## config.mk

```make
export PLATFORM = sky130hd
export DESIGN_NAME = div_ratio_sched
export DESIGN_NICKNAME = d
export VERILOG_FILES = /design/src/rtl/div_pkg.sv /design/src/rtl/div_prog_core.sv /design/src/rtl/div_ratio_sched.sv
export SDC_FILE = /design/constraint.sdc
export NUM_CORES = 1
export LEC_CHECK = 0
export ABC_AREA = 1
export BUFFER_PORTS_ARGS = -buffer_cell sky130_fd_sc_hd__buf_2
export CAP_MARGIN = 0
export CORE_MARGIN = 1.5
export CORE_UTILIZATION = 58
export DETAILED_ROUTE_END_ITERATION = 10
export MAX_ROUTING_LAYER = met4
export PLACE_DENSITY = 0.79
export SLEW_MARGIN = 20
export SYNTH_ARGS = -nofsm -noshare
export SYNTH_HDL_FRONTEND = slang
export SYNTH_SLANG_ARGS = --single-unit
```

## constraint.sdc

```tcl
create_clock -name clk_in -period 3.9 [get_ports clk_in]
set_input_delay 0.585 -clock clk_in [delete_from_list [all_inputs] [get_ports clk_in]]
set_output_delay 0.585 -clock clk_in [all_outputs]
set_load 0.02 [all_outputs]
```

## src/rtl/div_pkg.sv

```systemverilog
// Shared types and helpers for the programmable clock-divider scheduler.
package div_pkg;

    typedef enum logic {
        ST_IDLE = 1'b0,
        ST_PEND = 1'b1
    } sched_state_t;

    localparam int unsigned MIN_DIV = 2;

    function automatic logic div_legal(input int unsigned div, input int unsigned max_div);
        return (div >= MIN_DIV) && (div <= max_div);
    endfunction

endpackage

```

## src/rtl/div_prog_core.sv

```systemverilog
// 50%-duty programmable divider datapath: period counter, rising/falling phase
// registers and odd/even output select, all retimed only at period boundaries.
module div_prog_core
    import div_pkg::*;
#(
    parameter int unsigned CNT_W   = 8,
    parameter int unsigned DEF_DIV = 15
) (
    input  logic             clk_in,
    input  logic             rst,
    input  logic             en,
    input  logic             load,
    input  logic [CNT_W-1:0] load_div,
    input  logic [CNT_W-1:0] cur_div,
    output logic             boundary,
    output logic             clk_out
);

    localparam logic DEF_ODD = 1'(DEF_DIV % 2);

    logic [CNT_W-1:0] cnt;
    logic [CNT_W-1:0] cnt_nxt;
    logic [CNT_W-1:0] div_nxt;
    logic [CNT_W:0]   half_nxt;
    logic             clk_r;
    logic             clk_f;
    logic             odd;

    assign boundary = (cnt == cur_div - CNT_W'(1));

    // A load with en low keeps the counter parked at the new ratio's last count.
    always_comb begin
        div_nxt  = load ? load_div : cur_div;
        half_nxt = ({1'b0, div_nxt} + (CNT_W+1)'(1)) >> 1;
        cnt_nxt  = cnt + CNT_W'(1);
        if (boundary || load) begin
            cnt_nxt = en ? '0 : div_nxt - CNT_W'(1);
        end
    end

    always_ff @(posedge clk_in or negedge rst) begin
        if (!rst) begin
            cnt   <= '0;
            clk_r <= 1'b0;
            odd   <= DEF_ODD;
        end else begin
            cnt   <= cnt_nxt;
            clk_r <= ({1'b0, cnt_nxt} < half_nxt);
            if (boundary || load) begin
                odd <= div_nxt[0];
            end
        end
    end

    always_ff @(negedge clk_in or negedge rst) begin
        if (!rst) begin
            clk_f <= 1'b0;
        end else begin
            clk_f <= clk_r;
        end
    end

    // Both phases are low at a boundary, so changing odd there cannot glitch.
    assign clk_out = clk_r & (clk_f | ~odd);

endmodule

```

## src/rtl/div_ratio_sched.sv

```systemverilog
// Ratio request handshake, legality check and boundary-aligned ratio update
// for the programmable clock divider; also tracks output lock status.
//
// state   | meaning
// --------+-------------------------------------------------------------
// ST_IDLE | ready for a request; illegal ratios are rejected here
// ST_PEND | legal ratio held in pend_div, waiting for the next boundary
module div_ratio_sched
    import div_pkg::*;
#(
    parameter int unsigned CNT_W   = 8,
    parameter int unsigned DEF_DIV = 15,
    parameter int unsigned MAX_DIV = 255
) (
    input  logic             clk_in,
    input  logic             rst,
    input  logic             en,
    input  logic             req_valid,
    input  logic [CNT_W-1:0] req_div,
    output logic             req_ready,
    output logic             cfg_done,
    output logic             cfg_err,
    output logic [CNT_W-1:0] cur_div,
    output logic             locked,
    output logic             clk_out
);

    sched_state_t     state;
    sched_state_t     state_nxt;
    logic [CNT_W-1:0] pend_div;
    logic             accept;
    logic             req_legal;
    logic             load;
    logic             boundary;
    logic             parked;

    assign req_legal = div_legal(32'(req_div), MAX_DIV);
    assign accept    = req_valid & req_ready;

    always_comb begin
        state_nxt = state;
        req_ready = 1'b0;
        load      = 1'b0;
        case (state)
            ST_IDLE: begin
                req_ready = 1'b1;
                if (req_valid && req_legal) begin
                    state_nxt = ST_PEND;
                end
            end
            ST_PEND: begin
                if (boundary) begin
                    load      = 1'b1;
                    state_nxt = ST_IDLE;
                end
            end
            default: state_nxt = ST_IDLE;
        endcase
    end

    always_ff @(posedge clk_in or negedge rst) begin
        if (!rst) begin
            state    <= ST_IDLE;
            pend_div <= '0;
            cur_div  <= CNT_W'(DEF_DIV);
            cfg_done <= 1'b0;
            cfg_err  <= 1'b0;
            locked   <= 1'b0;
            parked   <= 1'b0;
        end else begin
            state    <= state_nxt;
            cfg_done <= load;
            cfg_err  <= accept & ~req_legal;
            parked   <= boundary & ~en;
            if (accept && req_legal) begin
                pend_div <= req_div;
            end
            if (load) begin
                cur_div <= pend_div;
            end
            // Lock needs one full running period; a restart from park is not one.
            if (accept && req_legal) begin
                locked <= 1'b0;
            end else if (boundary && !en) begin
                locked <= 1'b0;
            end else if (boundary && !parked && !load) begin
                locked <= 1'b1;
            end
        end
    end

    div_prog_core #(
        .CNT_W   (CNT_W),
        .DEF_DIV (DEF_DIV)
    ) u_core (
        .clk_in   (clk_in),
        .rst      (rst),
        .en       (en),
        .load     (load),
        .load_div (pend_div),
        .cur_div  (cur_div),
        .boundary (boundary),
        .clk_out  (clk_out)
    );

endmodule
```

Word-level counts from Yosys, hierarchy flattened. Index checks and enable logic that the tools add are counted.

Input port bits: 12. Flip-flop bits (word level): 32. Output and inout port bits: 13.

Mux-type cells: 12. Bitwise operators: 9. $add $sub $neg: 4. Order comparisons: 2. Eq/ne operators: 1. Reductions and logical operators: 10.

Operators with widths (count): 8-bit two-way mux (3); 8-bit by 1-bit subtractor with 8-bit output, second input constant (2); 8-bit by 1-bit adder with 9-bit output, second input constant (1); 8-bit by 1-bit adder with 8-bit output, second input constant (1); 8-bit equality test (1); 8-bit by 2-bit >= comparator with 1-bit output, second input constant (1); 8-bit less-than comparator (1); 1-bit two-way mux (8); 1-bit logical AND (5); 1-bit AND (4); 1-bit NOT (4); 1-bit logical NOT (3); 3-bit nonzero test (1); 1-bit case mux with 2 select lines (1); 1-bit logical OR (1); 1-bit bitwise OR (1).

Longest topological paths before layout.
Depth after elaboration: 9. Mapped depth: 24.

By module. Synthesis repeated with hierarchy kept, for this count alone.

Cells, all modules: 288. Area total of the unflattened synthesis: 2243.4 um^2.

Modules (own cells, without submodules): div_prog_core (times used 1, area each 1401.3 um^2, seq. area each 276.5 um^2, cells each 196); div_ratio_sched (times used 1, area each 842.1 um^2, seq. area each 530.5 um^2, cells each 92).

==> impl_metrics.py <==
metrics = {
    "finish": {
        "fin_cells": 348,
        "final_cell_mix": "71 x nand2_1, 37 x inv_1, 26 x dfrtp_1",
        "area_delta_synth_final_pct": 11.37,
        "antenna_cells": 0,
        "layout_commonest_cell": "nand2_1",
        "reg_top3": "cur_div x8, pend_div x8, u_core.cnt x8",
        "drive_gt1_frac": 0.2185,
        "fin_nets": 324,
    },
    "logic_synthesis": {
        "synth_fa_ha_area_frac": 0.06548,
        "ys_warn_count": 0,
        "synthFlopType": "dfrtp_1",
        "synth.distinct_cells": 36,
        "synth_area_leader_cell": "dfrtp_1",
        "synth-compound-area-share": 0.09821,
        "synth-edff-count": 0,
        "muxShareOfSynthArea": 0.01607,
        "synth_simple_gate_area_frac": 0.3161,
        "yosysSeqAreaShare": 0.3839,
        "synth_cells": 271,
        "synth_top_family_by_area": "simple AND/OR/NAND/NOR gates",
        "synth_nets": 294,
        "ys_top_cells_by_area": "dfrtp_1 31%, nand2_1 13%, inv_1 6.6%",
        "yosys.area.top_type_share": 0.3095,
        "synth_xor_area_frac": 0.04167,
        "synth-async-reset-ratio": 1.000,
        "synth_area_um2": 2102,
        "synth.avg_cell_area_um2": 7.757,
        "ys_ff_latch": 32,
    },
    "clock_network": {
        "ctsResizeCount": 0,
        "clk_latency_ps": 350,
        "clk_pin_slew_ps": 110,
        "clock_sinks": 32,
        "cts_buffers": 5,
        "postCtsHoldBufs": 0,
        "cts_setup_buffers": 0,
        "htreeDepth": 2,
        "clockRootBuffer": "clkbuf_4",
        "clock_path_buffers": 2,
        "cts_tree": "built",
    },
    "global_routing": {
        "grt_pass1_wl_um": 8459,
        "grt_pass1_vias": 1827,
        "grt_max_degree": 32,
        "antenna_found_initial": 0,
        "grt_use_total": 0.2829,
        "grt_overflow": 0,
    },
    "critical_path": {
        "start_kind": "flip-flop",
        "critPathCaptureType": "primary output",
        "crit_slowest_cell": "dfrtn_1",
        "path_buf_inv": 2,
        "cp_cell_sequence": "inv_1 -> a21boi_0 -> buf_2",
        "critPathMaxFanout": 1,
        "required_ps": 3310,
        "critPathTopFamily": "flip-flops",
        "critPathMaxStageDelay_ps": 390,
        "arrival_ps": 3010,
        "path_class": "reg -> out",
    },
    "power_and_ir_drop": {
        "leakage_nw": 1.242,
        "power_density_nw_per_um2": 877.6,
        "ir_drop_uv": 552.7,
    },
    "place": {
        "port_buffers": 24,
        "dp_hpwl_um": 3763,
        "dp.cells": 340,
        "gp_congestion": 0.9059,
    },
    "routing": {
        "via_per_inst": 5.388,
        "drt_iter0_drc": 134,
        "first_pass_iters": 4,
        "wirelength_um": 4717,
        "met2WireLength_um": 2336,
        "wl_met3_um": 232,
        "vias": 1875,
        "drc": 0,
        "wl_per_cell_um": 13.55,
        "wl_met1_um": 2079,
        "highest_layer": "met4",
        "ant_nets": 0,
    },
    "timing": {
        "final_hold_viol_count": 0,
        "tns_ps": 0,
        "worstMarginPinSlew_ps": 497.1,
        "slew_headroom": 0.6677,
        "setup_viol": 0,
        "drv_slew": 0,
        "skew_ps": 14.84,
        "rsz0062_at_grt": "false",
    },
    "die": {
        "dieArea_um2": 3994,
        "rows": 21,
        "start_util": 0.6154,
        "die_y_um": 63.20,
        "die_w_um": 63.20,
        "ioPinCount": 25,
        "core_area_um2": 3416,
    },
    "worst_hold_path": {
        "holdCritPathClass": "in -> async",
    },
    "outcome": {
        "run_status": "completed",
    },
    "run": {
        "maxCapViolCount": 0,
    },
}
==> cell usage after synthesis (5+ instances only) <==
| master | n |
|---|---|
| ha_1 | 11 |
| dfstp_2 | 5 |
| dfrtp_1 | 26 |
| nand4_1 | 5 |
| nor2_1 | 23 |
| xor2_1 | 7 |
| inv_1 | 37 |
| o21ai_0 | 11 |
| nand2_2 | 6 |
| nand3_1 | 22 |
| a21oi_1 | 7 |
| nand2_1 | 71 |
==> report_power, final <==
part | internal [mW] | switching [mW] | total (mW)
Sequential | 0.498 | 0.140 | 0.638
Combinational | 0.446 | 0.762 | 1.21
Clock | 0.0857 | 0.123 | 0.208
==> area by class of cell <==
class                           instances  area (µm²)
Multi-Input combinational cell        197        1130
Fill cell                             294        1075
Sequential cell                        32       807.0
Inverter                               40       157.7
Timing Repair Buffer                   25       127.6
Tap cell                               46       57.56
Clock buffer                            6       51.30
Clock inverter                          2       10.01
==> worst register-to-register path, cell delays in order, from the launching register on <==
cell	delay (ps)
dfstp_2	560
inv_1	100
ha_1	260
nand3_1	130
nor2_1	70
nor2_1	130
nand2_2	70
nor2_4	140
nand3_4	190
nand2_1	150
nand2_1	130
inv_1	170
ha_1	210
nand2_1	60
nor2_1	160
nand3_1	150
xor2_1	180
ha_1	290
a21oi_1	140
o21ai_0	90
a21oi_1	110
==> stage by stage <==
step	total power, mW	hold WS [ps]	cell area (µm²)	setup WS (ps)	utilization
3_3_place_gp	1.803	459.3	2280	602.4	0.6674
4_1_cts	2.061	299.3	2341	287.9	0.6853
2_1_floorplan	1.557	289.4	2102	478.3	-
6_report	2.055	277.6	2341	302.5	0.6853
5_1_grt	2.285	323.2	2341	5.917	0.6853
3_5_place_dp	1.850	459.9	2280	389.8	0.6674
==> cells by family (layout without fill, tap and decap cells) <==
kind of cell / Yosys count / after routing
and+or+nand+nor: 143 / 143
muxes: 3 / 3
DFF: 32 / 32
AOI/OAI and AO/OA: 30 / 30
buffers and inverters: 42 / 73
xor gates and xnor gates: 10 / 10
adders and majority gates: 11 / 11
==> worst paths after layout <==
kind	start	to	cells after the start	slack (ps)
min	rst	u_core.cnt[1]	2	280
min in group clk_in	req_valid	cfg_err	3	460
max	u_core.clk_f	clk_out	3	300
max reg2reg	cur_div[0]	u_core.clk_r	20	360
max in group asynchronous	rst	u_core.clk_f	1	1910
min reg2reg	u_core.odd	u_core.odd	2	470
==> routing by layer <==
metal,vias to the layer above,track usage
met5,-,-
met2,46,0.4495
met1,893,0.3688
met4,0,0.08967
li1,930,-
met3,6,0.05357
No activity file was read; power rests on OpenSTA's default activity.
